===== config.mk =====
export PLATFORM = sky130hd
export DESIGN_NAME = fetch_sequencer
export DESIGN_NICKNAME = d
export VERILOG_FILES = /design/src/rtl/fetch_sequencer.sv
export SDC_FILE = /design/constraint.sdc
export NUM_CORES = 1
export LEC_CHECK = 0
export CORE_MARGIN = 4
export CORE_UTILIZATION = 55
export CTS_CLUSTER_DIAMETER = 80
export DETAILED_ROUTE_END_ITERATION = 6
export DONT_BUFFER_PORTS = 1
export GPL_ROUTABILITY_DRIVEN = 1
export HOLD_SLACK_MARGIN = 0.12
export PLACE_DENSITY = 0.75
export REMOVE_ABC_BUFFERS = 1
export SLEW_MARGIN = 20
export SYNTH_ARGS = -nofsm -noshare
export SYNTH_HDL_FRONTEND = slang
export SYNTH_SLANG_ARGS = --single-unit
export TNS_END_PERCENT = 1

===== constraint.sdc =====
create_clock -name i_clock -period 2.34 [get_ports i_clock]
set_input_delay 0.468 -clock i_clock [delete_from_list [all_inputs] [get_ports i_clock]]
set_output_delay 0.468 -clock i_clock [all_outputs]
set_load 0.02 [all_outputs]

===== src/rtl/fetch_sequencer.sv =====
// Debug-link command sequencer for the instruction fetch stage: program load,
// PC reset, free run until the end marker, and single-step execution.
module fetch_sequencer #(
    parameter int NB_DATA = 32,
    parameter int NB_BYTE = 8,
    parameter int NB_LEN  = 16
) (
    input  logic               i_clock,
    input  logic               i_reset,
    input  logic [NB_BYTE-1:0] i_cmd_byte,
    input  logic               i_cmd_valid,
    output logic               o_cmd_ready,
    input  logic               i_is_end,
    output logic [NB_BYTE-1:0] o_load_program_byte,
    output logic               o_load_program_write_enable,
    output logic               o_pc_reset,
    output logic               o_pipeline_enable,
    output logic [3:0]         o_state,
    output logic [NB_DATA-1:0] o_cycle_count,
    output logic               o_done,
    output logic               o_error
);

    typedef enum logic [3:0] {
        ST_IDLE      = 4'd0,
        ST_LEN_LO    = 4'd1,
        ST_LEN_HI    = 4'd2,
        ST_LOAD      = 4'd3,
        ST_PC_RST    = 4'd4,
        ST_RUN       = 4'd5,
        ST_STEP_WAIT = 4'd6,
        ST_STEP_EXEC = 4'd7
    } state_t;

    localparam logic [NB_BYTE-1:0] CMD_LOAD = NB_BYTE'(8'h4C);
    localparam logic [NB_BYTE-1:0] CMD_CONT = NB_BYTE'(8'h43);
    localparam logic [NB_BYTE-1:0] CMD_STEP = NB_BYTE'(8'h53);
    localparam logic [NB_BYTE-1:0] CMD_NEXT = NB_BYTE'(8'h4E);
    localparam logic [NB_BYTE-1:0] CMD_EXIT = NB_BYTE'(8'h45);

    state_t             state_reg;
    logic [NB_BYTE-1:0] len_lo_reg;
    logic [NB_LEN-1:0]  remaining_reg;
    logic [NB_BYTE-1:0] load_byte_reg;
    logic               write_enable_reg;
    logic               pc_reset_reg;
    logic               done_reg;
    logic               error_reg;
    logic [NB_DATA-1:0] cycle_count_reg;

    logic               cmd_accept;
    logic               pipeline_enable;
    logic [NB_LEN-1:0]  len_full;

    // Ready and enable are decoded from state so an async reset drops them at once.
    always_comb begin
        o_cmd_ready = 1'b0;
        case (state_reg)
            ST_IDLE, ST_LEN_LO, ST_LEN_HI, ST_LOAD: o_cmd_ready = 1'b1;
            ST_STEP_WAIT:                           o_cmd_ready = !i_is_end;
            default:                                o_cmd_ready = 1'b0;
        endcase
    end

    always_comb begin
        pipeline_enable = 1'b0;
        case (state_reg)
            ST_RUN:       pipeline_enable = !i_is_end;
            ST_STEP_EXEC: pipeline_enable = 1'b1;
            default:      pipeline_enable = 1'b0;
        endcase
    end

    assign cmd_accept = i_cmd_valid && o_cmd_ready;
    assign len_full   = NB_LEN'({i_cmd_byte, len_lo_reg});

    always_ff @(posedge i_clock or posedge i_reset) begin
        if (i_reset) begin
            state_reg        <= ST_IDLE;
            len_lo_reg       <= '0;
            remaining_reg    <= '0;
            load_byte_reg    <= '0;
            write_enable_reg <= 1'b0;
            pc_reset_reg     <= 1'b0;
            done_reg         <= 1'b0;
            error_reg        <= 1'b0;
            cycle_count_reg  <= '0;
        end else begin
            write_enable_reg <= 1'b0;
            pc_reset_reg     <= 1'b0;
            done_reg         <= 1'b0;
            error_reg        <= 1'b0;
            if (pipeline_enable) begin
                cycle_count_reg <= cycle_count_reg + NB_DATA'(1);
            end

            case (state_reg)
                ST_IDLE: begin
                    if (cmd_accept) begin
                        case (i_cmd_byte)
                            CMD_LOAD: state_reg <= ST_LEN_LO;
                            CMD_CONT: begin
                                cycle_count_reg <= '0;
                                state_reg       <= ST_RUN;
                            end
                            CMD_STEP: begin
                                cycle_count_reg <= '0;
                                state_reg       <= ST_STEP_WAIT;
                            end
                            default:  error_reg <= 1'b1;
                        endcase
                    end
                end
                ST_LEN_LO: begin
                    if (cmd_accept) begin
                        len_lo_reg <= i_cmd_byte;
                        state_reg  <= ST_LEN_HI;
                    end
                end
                ST_LEN_HI: begin
                    if (cmd_accept) begin
                        if (len_full == '0) begin
                            pc_reset_reg <= 1'b1;
                            state_reg    <= ST_PC_RST;
                        end else begin
                            remaining_reg <= len_full;
                            state_reg     <= ST_LOAD;
                        end
                    end
                end
                ST_LOAD: begin
                    if (cmd_accept) begin
                        load_byte_reg    <= i_cmd_byte;
                        write_enable_reg <= 1'b1;
                        remaining_reg    <= remaining_reg - NB_LEN'(1);
                        // PC clear lines up with the final write strobe.
                        if (remaining_reg == NB_LEN'(1)) begin
                            pc_reset_reg <= 1'b1;
                            state_reg    <= ST_PC_RST;
                        end
                    end
                end
                ST_PC_RST: state_reg <= ST_IDLE;
                ST_RUN: begin
                    if (i_is_end) begin
                        done_reg  <= 1'b1;
                        state_reg <= ST_IDLE;
                    end
                end
                ST_STEP_WAIT: begin
                    if (i_is_end) begin
                        done_reg  <= 1'b1;
                        state_reg <= ST_IDLE;
                    end else if (cmd_accept) begin
                        if (i_cmd_byte == CMD_NEXT) begin
                            state_reg <= ST_STEP_EXEC;
                        end else if (i_cmd_byte == CMD_EXIT) begin
                            state_reg <= ST_IDLE;
                        end
                    end
                end
                ST_STEP_EXEC: state_reg <= ST_STEP_WAIT;
                default:      state_reg <= ST_IDLE;
            endcase
        end
    end

    assign o_load_program_byte         = load_byte_reg;
    assign o_load_program_write_enable = write_enable_reg;
    assign o_pc_reset                  = pc_reset_reg;
    assign o_pipeline_enable           = pipeline_enable;
    assign o_state                     = state_reg;
    assign o_cycle_count               = cycle_count_reg;
    assign o_done                      = done_reg;
    assign o_error                     = error_reg;

endmodule


# [After elaboration in Yosys (flattened, before gate mapping)]
# Index checks and enable logic that the tools add are counted.
# Widths: inputs -> output; s select.
[op_classes] n_mux=35 mul=0 n_addsub=2 n_reduce_logical=13 n_div=0 eq_ne=22 order_cmp=0 shift=0 bitwise_logic=0
[ops] op="$mux 32" count=4
[ops] op="$mux 16" count=3
[ops] op="$eq 8x7->1 const B" count=5
[ops] op="$mux 4" count=10
[ops] op="$add 32x1->32 const B" count=1
[ops] op="$pmux 16 s2" count=1
[ops] op="$pmux 4 s7" count=1
[ops] op="$eq 16x1->1 const B" count=1
[ops] op="$logic_not 16->1" count=1
[ops] op="$sub 16x1->16 const B" count=1
[ops] op="$ne 2x2->1 const B" count=7
[ops] op="$eq 4x3->1 const B" count=3
[ops] op="$pmux 4 s3" count=1
[ops] op="$mux 1" count=11
[ops] op="$reduce_and 9->1" count=1
[ops] op="$eq 4x2->1 const B" count=2
[ops] op="$pmux 1 s2" count=3
[ops] op="$eq 4x1->1 const B" count=1
[ops] op="$logic_not 4->1" count=1
[ops] op="$ne 4x1->1 const B" count=1
[ops] op="$ne 4x4->1 const B" count=1
[ops] op="$reduce_and 2->1" count=2
[ops] op="$reduce_and 4->1" count=1
[ops] op="$reduce_or 2->1" count=2
[ops] op="7 further kinds" count=7
[totals] n_memories=0 ramBits=0 register_bits=72 rom_bits=0 latchBits=0

# [Longest topological paths before layout]
[depth] depth_word=7 mapped_depth=8 ltp_nobuf=8

# [Least setup slack after synthesis]
# Ideal clock, no wire load.
[synth_timing] path_kind="input to register" from="input port i_cmd_byte[2]" to="register remaining_reg[12]" t_required_ns=2.206 setup_ns=0.134 cell_stages=7 setup_slack_ns=0.204 t_arrival_ns=2.002 path_cell_list="or3_1 > or4_4 > nor3_4 > a21o_4 > buf_6 > a21oi_1 > a2bb2oi_1"
[synth_via] elab_chain_cells=3
[synth_lines] element="from (decl)" line_no="10" text="input logic [NB_BYTE-1:0] i_cmd_byte,"
[synth_lines] element="$logic_not 16->1" line_no="122" text="if (len_full == '0) begin"
[synth_lines] element="$ne 2x2->1 (no line)"
[synth_lines] element="$reduce_and 4->1 (no line)"
[synth_lines] element="to (signal assigned)" line_no="126" text="remaining_reg <= len_full;"
[synth_lines] element="to (signal assigned)" line_no="135" text="remaining_reg <= remaining_reg - NB_LEN'(1);"
[synth_lines] element="to (decl)" line_no="43" text="logic [NB_LEN-1:0] remaining_reg;"
# Every way passes these cells.
# A chain may end at the register's enable or synchronous reset.

# [Worst setup path after layout]
[layout_timing] from="register len_lo_reg[0]" to="register remaining_reg[11]"
[layout_via] elab_chain_cells=3
[layout_lines] element="from (decl)" line_no="42" text="logic [NB_BYTE-1:0] len_lo_reg;"
[layout_lines] element="from (signal assigned)" line_no="116" text="len_lo_reg <= i_cmd_byte;"
[layout_lines] element="$logic_not 16->1" line_no="122"
[layout_lines] element="$ne 2x2->1 (no line)"
[layout_lines] element="$reduce_and 4->1 (no line)"
# Every way passes these cells.

==> metrics.txt <==
data required time of the worst path 2.57 ns; final HPWL from detailed placement 5.74 mm; number of buffer cells added on primary ports 0; status complete, no violations; Ant. Diodes 0; maximum number of pins on one net before global-route repair 36; floorplan die area slightly above 8000 µm²; number of buffers inserted to repair setup after CTS 0; Root Buffer sky130_fd_sc_hd__clkbuf_8; count of mapped cells out of synthesis approximately 380; post-detailed-route wirelength per cell roughly 16 µm; Cell Area, Synth 3670 µm²; effective utilization at floorplan 0.572; number of sinks handled by clock tree synthesis 71; multiplexer fraction of the synthesized cell area 0.0490; Final Critical Period around 2.2 ns; die height 89.7 µm; worst path arrival time 2.45 ns; Tcrit/Tclk final 0.948; nature of the critical path startpoint register; starting DRC count in detailed routing 168; Setup Skew between 0.01 and 0.015 ns; kind of capture point of the worst setup path register; Post-Route Setup TNS 0 ns; path type of the worst min-delay path in2async; Synth Register Bits 71; number of max-capacitance violations reported 0; highest-count cells in the layout ignoring fill and taps sky130_fd_sc_hd__dfrtp_1, sky130_fd_sc_hd__nor2_1, sky130_fd_sc_hd__nand2_1; depth of the CTS H-tree 3; start-to-end type of the worst setup path reg2reg; Synth warnings 0; grt ovf 0; vias 2993; Site Rows 29; synthesis-to-layout area growth 11.1%; post-layout net count about 420; Antenna Violating Nets Remaining 0; number of global-route vias before repair 2857; I/O pin count 62; global-route total usage across every layer 0.201; fraction of the mapped netlist area in adder cells 0.0102; final count of pins violating max slew 0; average via count per standard cell 6.18; first-pass GRT wire length approximately 13 mm; Reg2Reg Depth 6; setup repair after global routing missed its margin false; P_leak 1.80 nW; Max Clock Freq 451 MHz; count of non-filler cells in the finished layout 484; worst-margin pin slew 0.728 ns; Async SR Flop Fraction 1.00; final worst hold slack 0.127 ns; Yosys cell types 54; P per Cell Area 1120 nW/µm²; cell count after placement about 470; maximum number of buffers from clock root to sink 2; number of antenna violations at the first check in global routing 0; number of iterations in the first detailed-routing pass 4; latest clock arrival within the worst-skew pair 0.34 ns; overall die width between 80 and 90 µm; most frequently used flop master after synthesis sky130_fd_sc_hd__dfrtp_1; VDD IR-drop max 0.841 mV; main combinational cell family by area after synthesis simple AND/OR/NAND/NOR gates; average footprint of a synthesized cell approximately 9.6 µm²; setup slack, reg-to-reg 0.12 ns; proportion of synthesized chip area in sequential cells 0.483; count of cells resized by post-cts repair 0; count of unresolved DRC violations after routing 0; commonest non-fill, non-tap cell in the layout sky130_fd_sc_hd__dfrtp_1; number of synthesized flops with an enable pin 0; number of buffers added by the clock tree synthesis step 9; TritonCTS clock tree done; area of the core 6420 µm²; Compound-Gate Fraction of Synth Area 0.129; ratio of cells with drive above 1 in the final layout 0.155; area fraction in and, or, nand and nor cells after synthesis 0.228; drt total wl 7.93 mm; setup-violating endpoint count in the final report 0; r2r endpoint remaining_reg[11]; remaining max-slew budget at the tightest pin 0.514; Clk pin slew, worst setup/hold paths 0.08 ns; number of flip-flops in the largest register 32; Max Fanout on Critical Path 22; start of the worst register-to-register path len_lo_reg[0]; CTS hold repair buffers 0; post-synthesis share of cell area spent on xor and xnor gates 0.0667; number of endpoints with negative hold slack in the final report 0; weighted congestion reported at the end of routability-driven placement 0.903
==> worst max-delay path: stages, from the launching register on <==
cell                      delay [ns]
sky130_fd_sc_hd__dfrtp_1        0.40
sky130_fd_sc_hd__or4_1          0.51
sky130_fd_sc_hd__or4_4          0.43
sky130_fd_sc_hd__nor3_4         0.24
sky130_fd_sc_hd__a21o_4         0.28
sky130_fd_sc_hd__a21oi_1        0.07
sky130_fd_sc_hd__o22a_1         0.18
==> layout make-up <==
class | instances | area [µm²]
multi-input combinational | 288 | 1780
inverter | 8 | 30.0
clock buffer | 9 | 124
timing repair buffer | 25 | 213
tap | 77 | 96.3
clock inverter | 6 | 61.3
sequential | 71 | 1780
fill | 509 | 2340
==> cells by family after synthesis <==
group,Yosys count
buffers and inverters,25
xor gates and xnor gates,28
DFF,71
adders and majority gates,3
AOI/OAI and AO/OA,78
muxes,16
other,1
and+or+nand+nor,162
==> metal layers <==
layer	global-route usage	vias up	routed length [µm]
met3	0.0760	15	647
li1	-	1416	-
met1	0.248	1451	3440
met4	0.0626	0	122
met5	0	-	0
met2	0.330	111	3720
==> report_power, final <==
| part | switching, mW | total, mW | internal, mW |
|---|---|---|---|
| combinational | 0.904 | 1.58 | 0.677 |
| clock | 0.458 | 0.942 | 0.484 |
| sequential | 0.446 | 2.03 | 1.59 |
| total | 1.81 | 4.56 | 2.75 |
==> how the worst max path moves through the flow <==
| stage | from | cells after the start | end | slack [ns] |
|---|---|---|---|---|
| 3_5_place_dp | i_cmd_byte[2] | 6 | remaining_reg[11] | 0.09 |
| 6_report | len_lo_reg[0] | 6 | remaining_reg[11] | 0.12 |
| 4_1_cts | len_lo_reg[0] | 6 | remaining_reg[11] | 0.12 |
| 3_3_place_gp | i_cmd_byte[2] | 6 | remaining_reg[11] | 0.14 |
| 5_1_grt | len_lo_reg[0] | 6 | remaining_reg[11] | 0.03 |
| 2_1_floorplan | i_reset | 1 | len_lo_reg[0] | 0.08 |
==> Yosys cell counts (2+ instances only) <==
cell type,instances,area share
sky130_fd_sc_hd__a21oi_1,23,0.031
sky130_fd_sc_hd__a2bb2oi_1,3,0.0072
sky130_fd_sc_hd__clkbuf_1,13,0.013
sky130_fd_sc_hd__a22oi_1,2,0.0041
sky130_fd_sc_hd__o2111ai_1,2,0.0048
sky130_fd_sc_hd__inv_1,8,0.0082
sky130_fd_sc_hd__and4_1,4,0.0095
sky130_fd_sc_hd__nand3b_1,2,0.0041
sky130_fd_sc_hd__o21a_1,2,0.0041
sky130_fd_sc_hd__nor3b_1,3,0.0061
sky130_fd_sc_hd__and3_1,10,0.017
sky130_fd_sc_hd__mux2_2,16,0.049
sky130_fd_sc_hd__o22ai_1,2,0.0034
sky130_fd_sc_hd__xor2_1,23,0.055
sky130_fd_sc_hd__nand2_1,31,0.032
sky130_fd_sc_hd__ha_1,3,0.010
sky130_fd_sc_hd__buf_6,2,0.0061
sky130_fd_sc_hd__nor4_1,5,0.0085
sky130_fd_sc_hd__nand4b_1,2,0.0048
sky130_fd_sc_hd__nand2b_1,2,0.0034
sky130_fd_sc_hd__nor2b_1,5,0.0085
sky130_fd_sc_hd__or4_1,2,0.0041
sky130_fd_sc_hd__nor3_1,9,0.012
sky130_fd_sc_hd__dfrtp_1,71,0.48
sky130_fd_sc_hd__o21ai_0,29,0.039
sky130_fd_sc_hd__a31oi_1,2,0.0034
sky130_fd_sc_hd__nor2_1,47,0.048
sky130_fd_sc_hd__xnor2_1,5,0.012
sky130_fd_sc_hd__nand3_1,17,0.023
sky130_fd_sc_hd__nand4_1,8,0.014
sky130_fd_sc_hd__or3_1,8,0.014
==> through the flow <==
step | power, mW | util | worst slack [ns] | instance area, µm²
2_1_floorplan | 3.12 | - | 0.0754 | 3590
3_3_place_gp | 3.56 | 0.607 | 0.136 | 3900
3_5_place_dp | 3.62 | 0.607 | 0.0932 | 3900
4_1_cts | 4.57 | 0.636 | 0.116 | 4080
5_1_grt | 4.87 | 0.636 | 0.0290 | 4080
6_report | 4.56 | 0.636 | 0.122 | 4080
No activity file was read; power rests on OpenSTA's default activity.
